<file path="src/rtl/clock_pkg.sv">
// clock_pkg: shared definitions for the HH:MM:SS countdown timer.
//   timer_state_t : controller states (IDLE, RUN, PAUSE, DONE)
//   hms_t         : one packed BCD time value, h1 in the MSBs, s0 in the LSBs
//   digit limits  : wrap/validation bounds for each BCD digit
//   preset_valid(): checks a preset against the 24-hour and 60-minute/second limits
package clock_pkg;

    typedef enum logic [1:0] {
        ST_IDLE  = 2'd0,
        ST_RUN   = 2'd1,
        ST_PAUSE = 2'd2,
        ST_DONE  = 2'd3
    } timer_state_t;

    typedef struct packed {
        logic [1:0] h1;
        logic [3:0] h0;
        logic [2:0] m1;
        logic [3:0] m0;
        logic [2:0] s1;
        logic [3:0] s0;
    } hms_t;

    localparam logic [2:0] SEC_TENS_MAX        = 3'd5;
    localparam logic [2:0] MIN_TENS_MAX        = 3'd5;
    localparam logic [3:0] DIG_MAX             = 4'd9;
    localparam logic [1:0] HOUR_MAX_TENS       = 2'd2;
    localparam logic [3:0] HOUR_MAX_UNITS_AT_2 = 4'd3;

    // A preset is a legal time of day: 00:00:00 .. 23:59:59.
    function automatic logic preset_valid(input hms_t p);
        logic ok;
        ok = (p.h1 <= HOUR_MAX_TENS) && (p.h0 <= DIG_MAX) &&
             (p.m1 <= MIN_TENS_MAX)  && (p.m0 <= DIG_MAX) &&
             (p.s1 <= SEC_TENS_MAX)  && (p.s0 <= DIG_MAX);
        if ((p.h1 == HOUR_MAX_TENS) && (p.h0 > HOUR_MAX_UNITS_AT_2)) begin
            ok = 1'b0;
        end
        return ok;
    endfunction

endpackage

</file>
<file path="src/rtl/countdown_timer_hms_digit.sv">
// bcd_down_digit: one BCD digit of a down-counter borrow chain.
//   clk, reset (sync, active-low) : clock and reset (reset clears the digit)
//   dec_en   : decrement this cycle (tick for the LSD, borrow of the lower digit otherwise)
//   load     : take load_val this cycle; wins over dec_en
//   load_val : value to load
//   digit    : current value
//   borrow   : combinational, high when the digit is 0 and dec_en is set (it wraps to WRAP)
module bcd_down_digit #(
    parameter int unsigned   W    = 4,
    parameter logic [W-1:0]  WRAP = '1
) (
    input  logic         clk,
    input  logic         reset,
    input  logic         dec_en,
    input  logic         load,
    input  logic [W-1:0] load_val,
    output logic [W-1:0] digit,
    output logic         borrow
);

    logic [W-1:0] digit_q;
    logic [W-1:0] digit_d;

    // NOTE: every always_comb output gets a default first, so no path can infer a latch.
    always_comb begin
        digit_d = digit_q;
        if (load) begin
            digit_d = load_val;
        end else if (dec_en) begin
            digit_d = (digit_q == '0) ? WRAP : digit_q - 1'b1;
        end
    end

    // NOTE: reset is synchronous (sampled on the clock edge), and flops use <= only
    // so every register sees the pre-edge values of its neighbours.
    always_ff @(posedge clk) begin
        if (!reset) begin
            digit_q <= '0;
        end else begin
            digit_q <= digit_d;
        end
    end

    assign digit  = digit_q;
    assign borrow = dec_en && (digit_q == '0);

endmodule

</file>
<file path="src/rtl/countdown_timer_hms.sv">
// countdown_timer_hms: BCD HH:MM:SS countdown timer driven by a 1 Hz tick.
//   clk, reset (sync, active-low)
//   tick                       : 1 Hz enable, one clk wide
//   load + load_h1..load_s0    : preset request and BCD preset digits
//   start / stop               : enter-resume RUN / pause
//   h1..s0                     : current BCD value
//   running, done              : registered state flags (RUN, DONE)
//   expired                    : one-cycle pulse after the tick that reaches 00:00:00
//   load_err                   : one-cycle pulse after a rejected preset
// Build option TIMER_AUTORELOAD_EN: accepted presets are kept in a shadow register and
// reloaded on expiry instead of stopping in DONE.
module countdown_timer_hms
    import clock_pkg::*;
(
    input  logic       clk,
    input  logic       reset,
    input  logic       tick,
    input  logic       load,
    input  logic [1:0] load_h1,
    input  logic [3:0] load_h0,
    input  logic [2:0] load_m1,
    input  logic [3:0] load_m0,
    input  logic [2:0] load_s1,
    input  logic [3:0] load_s0,
    input  logic       start,
    input  logic       stop,
    output logic [1:0] h1,
    output logic [3:0] h0,
    output logic [2:0] m1,
    output logic [3:0] m0,
    output logic [2:0] s1,
    output logic [3:0] s0,
    output logic       running,
    output logic       done,
    output logic       expired,
    output logic       load_err
);

    timer_state_t state_q, state_d;
    logic         expired_q, expired_d;
    logic         load_err_q, load_err_d;

    hms_t preset, cur, load_src;
    logic accept_load, preset_ok, load_ok, preset_zero;
    logic dec_tick, expire_tick, digit_load;
    logic b_s0, b_s1, b_m0, b_m1, b_h0, h1_borrow;

    assign preset = '{h1: load_h1, h0: load_h0, m1: load_m1,
                      m0: load_m0, s1: load_s1, s0: load_s0};
    assign cur    = '{h1: h1, h0: h0, m1: m1, m0: m0, s1: s1, s0: s0};

    assign accept_load = load && (state_q != ST_RUN);
    assign preset_ok   = preset_valid(preset);
    assign load_ok     = accept_load && preset_ok;
    assign preset_zero = (preset == '0);

    // stop on the same edge as a tick pauses without counting.
    assign dec_tick    = tick && (state_q == ST_RUN) && !stop;
    // Expiry is decided from the value before the decrement: 00:00:01 is the last step.
    assign expire_tick = dec_tick && (cur == hms_t'(20'd1));

`ifdef TIMER_AUTORELOAD_EN
    hms_t shadow_q, shadow_d;

    always_comb begin
        shadow_d = shadow_q;
        if (load_ok) begin
            shadow_d = preset;
        end
    end

    always_ff @(posedge clk) begin
        if (!reset) begin
            shadow_q <= '0;
        end else begin
            shadow_q <= shadow_d;
        end
    end

    // The reload overrides the 1 -> 0 decrement of the expiring tick.
    assign digit_load = load_ok || expire_tick;
    assign load_src   = load_ok ? preset : shadow_q;
`else
    assign digit_load = load_ok;
    assign load_src   = preset;
`endif

    bcd_down_digit #(.W(4), .WRAP(DIG_MAX)) u_s0 (
        .clk(clk), .reset(reset), .dec_en(dec_tick), .load(digit_load),
        .load_val(load_src.s0), .digit(s0), .borrow(b_s0));
    bcd_down_digit #(.W(3), .WRAP(SEC_TENS_MAX)) u_s1 (
        .clk(clk), .reset(reset), .dec_en(b_s0), .load(digit_load),
        .load_val(load_src.s1), .digit(s1), .borrow(b_s1));
    bcd_down_digit #(.W(4), .WRAP(DIG_MAX)) u_m0 (
        .clk(clk), .reset(reset), .dec_en(b_s1), .load(digit_load),
        .load_val(load_src.m0), .digit(m0), .borrow(b_m0));
    bcd_down_digit #(.W(3), .WRAP(MIN_TENS_MAX)) u_m1 (
        .clk(clk), .reset(reset), .dec_en(b_m0), .load(digit_load),
        .load_val(load_src.m1), .digit(m1), .borrow(b_m1));
    bcd_down_digit #(.W(4), .WRAP(DIG_MAX)) u_h0 (
        .clk(clk), .reset(reset), .dec_en(b_m1), .load(digit_load),
        .load_val(load_src.h0), .digit(h0), .borrow(b_h0));
    bcd_down_digit #(.W(2), .WRAP(HOUR_MAX_TENS)) u_h1 (
        .clk(clk), .reset(reset), .dec_en(b_h0), .load(digit_load),
        .load_val(load_src.h1), .digit(h1), .borrow(h1_borrow));

    // RUN is only entered with a nonzero value and left on reaching zero,
    // so the top digit can never borrow.
    a_no_underflow: assert property (@(posedge clk) disable iff (!reset) !h1_borrow);

    // Priority: load > stop > start; a load in RUN is simply not accepted.
    always_comb begin
        state_d    = state_q;
        expired_d  = expire_tick;
        load_err_d = accept_load && !preset_ok;
        if (accept_load) begin
            if (preset_ok) begin
                state_d = preset_zero ? ST_IDLE : ST_PAUSE;
            end
        end else if (stop && (state_q == ST_RUN)) begin
            state_d = ST_PAUSE;
        end else if (start && (state_q == ST_PAUSE)) begin
            state_d = ST_RUN;
        end else if (expire_tick) begin
`ifdef TIMER_AUTORELOAD_EN
            state_d = ST_RUN;
`else
            state_d = ST_DONE;
`endif
        end
    end

    always_ff @(posedge clk) begin
        if (!reset) begin
            state_q    <= ST_IDLE;
            expired_q  <= 1'b0;
            load_err_q <= 1'b0;
        end else begin
            state_q    <= state_d;
            expired_q  <= expired_d;
            load_err_q <= load_err_d;
        end
    end

    assign running  = (state_q == ST_RUN);
`ifdef TIMER_AUTORELOAD_EN
    assign done     = 1'b0;
`else
    assign done     = (state_q == ST_DONE);
`endif
    assign expired  = expired_q;
    assign load_err = load_err_q;

endmodule

</file>
<file path="config.mk">
export PLATFORM = sky130hd
export DESIGN_NAME = countdown_timer_hms
export DESIGN_NICKNAME = d
export VERILOG_FILES = /design/src/rtl/clock_pkg.sv /design/src/rtl/countdown_timer_hms_digit.sv /design/src/rtl/countdown_timer_hms.sv
export SDC_FILE = /design/constraint.sdc
export NUM_CORES = 1
export LEC_CHECK = 0
export BUFFER_PORTS_ARGS = -buffer_cell sky130_fd_sc_hd__buf_2
export CAP_MARGIN = 20
export CORE_ASPECT_RATIO = 1.5
export CORE_MARGIN = 5
export CORE_UTILIZATION = 45
export DETAILED_ROUTE_END_ITERATION = 10
export GPL_TIMING_DRIVEN = 0
export PLACE_DENSITY_LB_ADDON = 0.3
export SYNTH_ARGS = -nofsm -noshare
export SYNTH_HDL_FRONTEND = slang
export SYNTH_SLANG_ARGS = --single-unit
</file>
<file path="constraint.sdc">
create_clock -name clk -period 2.6 [get_ports clk]
set_input_delay 0.52 -clock clk [delete_from_list [all_inputs] [get_ports clk]]
set_output_delay 0.52 -clock clk [all_outputs]
set_load 0.03 [all_outputs]
</file>
# Word-level counts from Yosys, hierarchy flattened
# Cells that the tools add are included.
word_totals:
  register_bits: 24
  latch_bits: 0
  ramBits: 0
  mem_bits_ro: 0
  inputBits: 26
  wordCells: 90
  mem_count: 0
op_classes:
  n_addsub: 6
  multipliers: 0
  div_mod_pow: 0
  order_cmp: 7
  eq_ne: 7
  n_shift: 0
  mux: 25
  n_bitwise: 0
  n_reduce_logical: 36
ops:
  columns: ["cell", "count"]
  rows:
  - ["4-bit two-way mux", 9]
  - ["20-bit by 1-bit equality test with 1-bit output (second input constant)", 1]
  - ["20-bit logical NOT", 1]
  - ["1-bit logical AND", 19]
  - ["2-bit two-way mux", 9]
  - ["3-bit two-way mux", 6]
  - ["4-bit less-or-equal comparator (second input constant)", 3]
  - ["4-bit logical NOT", 3]
  - ["2-bit nonzero test", 6]
  - ["4-bit by 1-bit subtractor with 4-bit output (second input constant)", 3]
  - ["2-bit equality test (second input constant)", 3]
  - ["3-bit less-or-equal comparator (second input constant)", 2]
  - ["3-bit logical NOT", 2]
  - ["3-bit by 1-bit subtractor with 3-bit output (second input constant)", 2]
  - ["4-bit by 2-bit > comparator with 1-bit output (second input constant)", 1]
  - ["2-bit by 1-bit inequality test with 1-bit output (second input constant)", 2]
  - ["4-bit nonzero test", 1]
  - ["2-bit by 1-bit equality test with 1-bit output (second input constant)", 1]
  - ["2-bit less-or-equal comparator (second input constant)", 1]
  - ["1-bit logical NOT", 2]
  - ["2-bit logical NOT", 1]
  - ["2-bit AND reduction", 1]
  - ["2-bit by 1-bit subtractor with 2-bit output (second input constant)", 1]
  - ["1-bit two-way mux", 1]

# Logic depth before layout (Yosys ltp)
logic_depth:
  depth_word: 10
  depth_mapped: 7

# Cells and area by module
# From an unflattened synthesis, not the netlist that was laid out.
hier_totals:
  hier_cells: 174
  hier_area_um2: 1480.2
modules_own_cells:
  columns: ["module", "n_inst", "cells_each", "area_per_inst_um2"]
  rows:
  - ["bcd_down_digit at u_h0 ...", 3, 23, 210.2]
  - ["countdown_timer_hms", 1, 45, 362.8]
  - ["bcd_down_digit at u_m1 ...", 2, 22, 168.9]
  - ["bcd_down_digit at u_h1", 1, 16, 148.9]

# Least setup slack after synthesis
# No wires, ideal clock.
synth_timing:
  path_kind: "input port to flip-flop"
  startpoint: "in stop"
  endpoint: "reg u_m0.digit_q[0], in the netlist u_m0.digit[0]"
  setup_time_ns: 0.074
  arrival_ns: 2.187
  t_required_ns: 2.526
  path_slack_ns: 0.339
  path_stages: 7
  n_path_buf: 2
  cell_sequence: "nand4bb_1 buf_2 or4_4 buf_6 or4_4 or2_0 a31oi_1"
synth_between:
  elab_chain_cells: 5
synth_lines:
  columns: ["item", "line", "text"]
  rows:
  - ["from (decl)", "countdown_timer_hms.sv:26", "input logic stop,"]
  - ["1-bit logical NOT", "countdown_timer_hms.sv:58", "assign dec_tick = tick && (state_q == ST_RUN) && !stop;"]
  - ["1-bit logical AND", "countdown_timer_hms.sv:58", null]
  - ["1-bit logical AND (2 in a row)", "countdown_timer_hms_digit.sv:45", "assign borrow = dec_en && (digit_q == '0);"]
  - ["2-bit nonzero test (no source line)", null, null]
  - ["to (signal assigned)", "countdown_timer_hms_digit.sv:40", "digit_q <= digit_d;"]
  - ["to (decl)", "countdown_timer_hms_digit.sv:21", "logic [W-1:0] digit_q;"]
# No other way between the ends.
# A chain may end at the register's enable or synchronous reset.

# Final worst setup path
layout_timing:
  startpoint: "reg state_q[0]"
  endpoint: "reg u_h0.digit_q[3], in the netlist u_h0.digit[3]"
layout_between:
  elab_chain_cells: 8
layout_lines:
  columns: ["item", "line", "text"]
  rows:
  - ["from (decl)", "countdown_timer_hms.sv:39", "timer_state_t state_q, state_d;"]
  - ["from (signal assigned)", "countdown_timer_hms.sv:139", "state_q <= state_d;"]
  - ["2-bit by 1-bit equality test with 1-bit output", "countdown_timer_hms.sv:58", null]
  - ["1-bit logical AND (2 in a row)", "countdown_timer_hms.sv:58", null]
  - ["1-bit logical AND (4 in a row)", "countdown_timer_hms_digit.sv:45", null]
  - ["2-bit nonzero test (no source line)", null, null]
  - ["to (signal assigned)", "countdown_timer_hms_digit.sv:40", null]
  - ["to (decl)", "countdown_timer_hms_digit.sv:21", null]
# Several ways; a longest one is shown, not always the timed one.

==> results.sh <==
export IMPL_outcome="finished clean"
export IMPL_firstDrtPassIters=4
export IMPL_finalHoldViolCount=0
export IMPL_grt_max_degree=14
export IMPL_synth_cells=189
export IMPL_switching_power_uw=326
export IMPL_clock_root_buffer="clkbuf_8"
export IMPL_clockPowerShare_pct=26.7
export IMPL_regArea_um2=480
export IMPL_place_area_mm2=0.00175
export IMPL_antenna_cells=0
export IMPL_fin_crit_sh_pct=89.4
export IMPL_grt_pass1_wl_mm=7.11
export IMPL_totalWireLength_mm=4.49
export IMPL_period_minus_slack_ns=2.32
export IMPL_dpl_hpwl_mm=3.52
export IMPL_p_per_area_mw_per_mm2=530
export IMPL_synthSimpleGateAreaFrac_pct=33.6
export IMPL_dp_slack_ns=0.103
export IMPL_fin_skew_ns=0.00150
export IMPL_drive_gt1_share_pct=24.8
export IMPL_crit_path_start_kind="flip-flop"
export IMPL_start_util_pct=46.6
export IMPL_grt_pass1_vias=1589
export IMPL_num_rows=25
export IMPL_swShare_pct=34.0
export IMPL_grt_use_total_pct=19.6
export IMPL_crit_fanout=10
export IMPL_nets=272
export IMPL_htree_levels=1
export IMPL_synthAdderAreaFrac_pct=2.58
export IMPL_synth_top_family_by_area="simple AND/OR/NAND/NOR gates"
export IMPL_synth_nets=218
export IMPL_ir_worst_vdd_mv=0.299
export IMPL_utilization_pct=57.8
export IMPL_ios=50
export IMPL_synth_edf_count=0
export IMPL_maxSlewHeadroom_pct=50.6
export IMPL_gp_congestion=0.892
export IMPL_synthDistinctLibCells=49
export IMPL_rsz0062_at_grt="no"
export IMPL_layout_commonest_cell="buf_2"
export IMPL_final_cell_mix="buf_2 (50), nor2_1 (25), dfxtp_1 (24)"
export IMPL_tightest_slew_ns=0.735
export IMPL_ctsHoldBuffers=0
export IMPL_cp_required_ns=2.77
export IMPL_drc_errors=0
export IMPL_cts_max_path_buffers=2
export IMPL_comb_power_share_pct=28.6
export IMPL_stdcell_area_mm2=0.00181
export IMPL_internal_power_uw=632
export IMPL_ys_ff_latch=24
export IMPL_fillers=324
export IMPL_synth_area_mux_share_pct=0.687
export IMPL_setup_viol=0
export IMPL_drtIter0Drc=97
export IMPL_ctsResizeCount=0
export IMPL_fin_ws_ns=0.277
export IMPL_antenna_left=0
export IMPL_io_buffers=49
export IMPL_finalSetupTns_ns=0
export IMPL_end_kind="flip-flop"
export IMPL_post_cts_setup_buffers=0
export IMPL_vias=1702
export IMPL_synth_area_top_cells="dfxtp_1 (33%), nor2_1 (6.4%), a21oi_1 (5.5%)"
export IMPL_cts_sinks=24
export IMPL_areaGrowthSynthToFinish_pct=24.0
export IMPL_max_freq_mhz=430
export IMPL_async_flop_share_pct=0
export IMPL_cts_buffers_inserted=3
export IMPL_antenna_found_initial=0
export IMPL_syn_area_mm2=0.00146
export IMPL_p_leak_nw=0.760
export IMPL_viasPerCell=6.04
export IMPL_synth_top_area_cell="dfxtp_1"
export IMPL_path_class="reg -> reg"
export IMPL_synth_ff_type="dfxtp_1"
export IMPL_dieHeight_um=79.7
export IMPL_min_path_type="in -> reg"
export IMPL_synth_top_area_share_pct=33.0
export IMPL_yosysSeqAreaShare_pct=33.0
export IMPL_cp_arrival_ns=2.50
export IMPL_synth_compound_area_share_pct=24.5
export IMPL_multi_input_comb_area_um2=912
export IMPL_synth_warnings=0
export IMPL_cts_tree="done"
export IMPL_clk_pin_slew_ns=0.08
export IMPL_final_max_slew_violation_count=0
export IMPL_wl_per_cell_um=15.9
export IMPL_max_cap_violations=0
export IMPL_clk_latency_ns=0.27
export IMPL_power_frac_seq_pct=44.7
export IMPL_power_total_uw=958
export IMPL_core_mm2=0.00313
export IMPL_die_w_um=56.5
export IMPL_grt_overflow=0
export IMPL_synth_xor_area_share_pct=1.20
export IMPL_synth_area_per_cell_um2=7.71
export IMPL_die_area_mm2=0.00450
==> synthesized netlist by cell type (all sizes together), types with 2 or more instances <==
| master | count |
|---|---|
| nor2 | 25 |
| a21oi | 16 |
| and2b | 2 |
| nand4 | 3 |
| o31a | 2 |
| o31ai | 4 |
| o21ai | 6 |
| a31oi | 2 |
| dfxtp | 24 |
| nand3b | 2 |
| or2 | 2 |
| ha | 3 |
| a311oi | 3 |
| clkbuf | 5 |
| or3 | 4 |
| nor4 | 8 |
| and2 | 3 |
| a211o | 2 |
| a211oi | 7 |
| nand3 | 8 |
| buf | 2 |
| or4 | 3 |
| and3 | 2 |
| nand2 | 14 |
| inv | 7 |
| o41ai | 2 |
| xnor2 | 2 |
| nor3 | 8 |
==> final cells by class <==
class / instances / area share (%)
Buffer: 7 / 1.94
Clock buffer: 4 / 3.04
Inverter: 8 / 1.66
Multi-Input combinational cell: 150 / 50.4
Sequential cell: 24 / 26.6
Tap cell: 40 / 2.77
Timing Repair Buffer: 49 / 13.6
==> per-stage QoR <==
step	hold slack (ns)	cells
4_1_cts	0.501	282
5_1_grt	0.526	282
6_report	0.504	282
3_5_place_dp	0.513	278
2_1_floorplan	0.513	189
3_3_place_gp	0.512	278
==> path summary, 6_finish.rpt <==
| path | start | end | slack, ns | depth (start not counted) |
|---|---|---|---|---|
| worst min register to register | u_h0.digit[2]$_SDFFE_PN0P_ | u_h0.digit[2]$_SDFFE_PN0P_ | 0.52 | 2 |
| worst max-delay path | state_q[0]$_SDFFE_PN0P_ | u_h0.digit[3]$_SDFFE_PN0P_ | 0.28 | 7 |
| worst min-delay path | load_m1[0] | u_m1.digit[0]$_SDFFE_PN0P_ | 0.50 | 3 |
| worst max register to register | state_q[0]$_SDFFE_PN0P_ | u_h0.digit[3]$_SDFFE_PN0P_ | 0.28 | 7 |
==> critical path, cell delays in order, from the launching register on <==
cell	delay, ns
dfxtp_1	0.41
inv_1	0.09
o21ai_0	0.48
or3_1	0.20
clkbuf_1	0.27
clkbuf_1	0.45
nor2_1	0.08
a211oi_1	0.25
==> metal layers <==
layer	track usage (%)	wire length (um)
met5	0	0
met4	6.41	110
met3	3.24	309
met2	36.6	2350
met1	22.1	1720
==> sequential cells by signal, indices dropped and copies added (netlist names) <==
name	flops
u_h0.digit	4
u_s0.digit	4
u_h1.digit	2
load_err	1
u_m0.digit	4
expired	1
u_s1.digit	3
state_q	2
u_m1.digit	3
==> logic make-up (layout without fill, tap and decap cells) <==
group | Yosys count | count (layout)
compound gates | 53 | 53
mux | 1 | 1
fa+ha+maj | 3 | 3
xor+xnor | 2 | 2
flops | 24 | 24
buf+inv | 15 | 68
simple gates | 91 | 91
==> power by group through the flow <==
stage	logic [mW]	registers, mW	clock network, mW
final	0.274	0.428	0.256
after floorplan	0.150	0.466	0
after CTS	0.272	0.428	0.257
after global routing	0.297	0.433	0.271
after global placement	0.268	0.436	0
after detailed placement	0.271	0.437	0
Power figures use the tool's default switching activity.
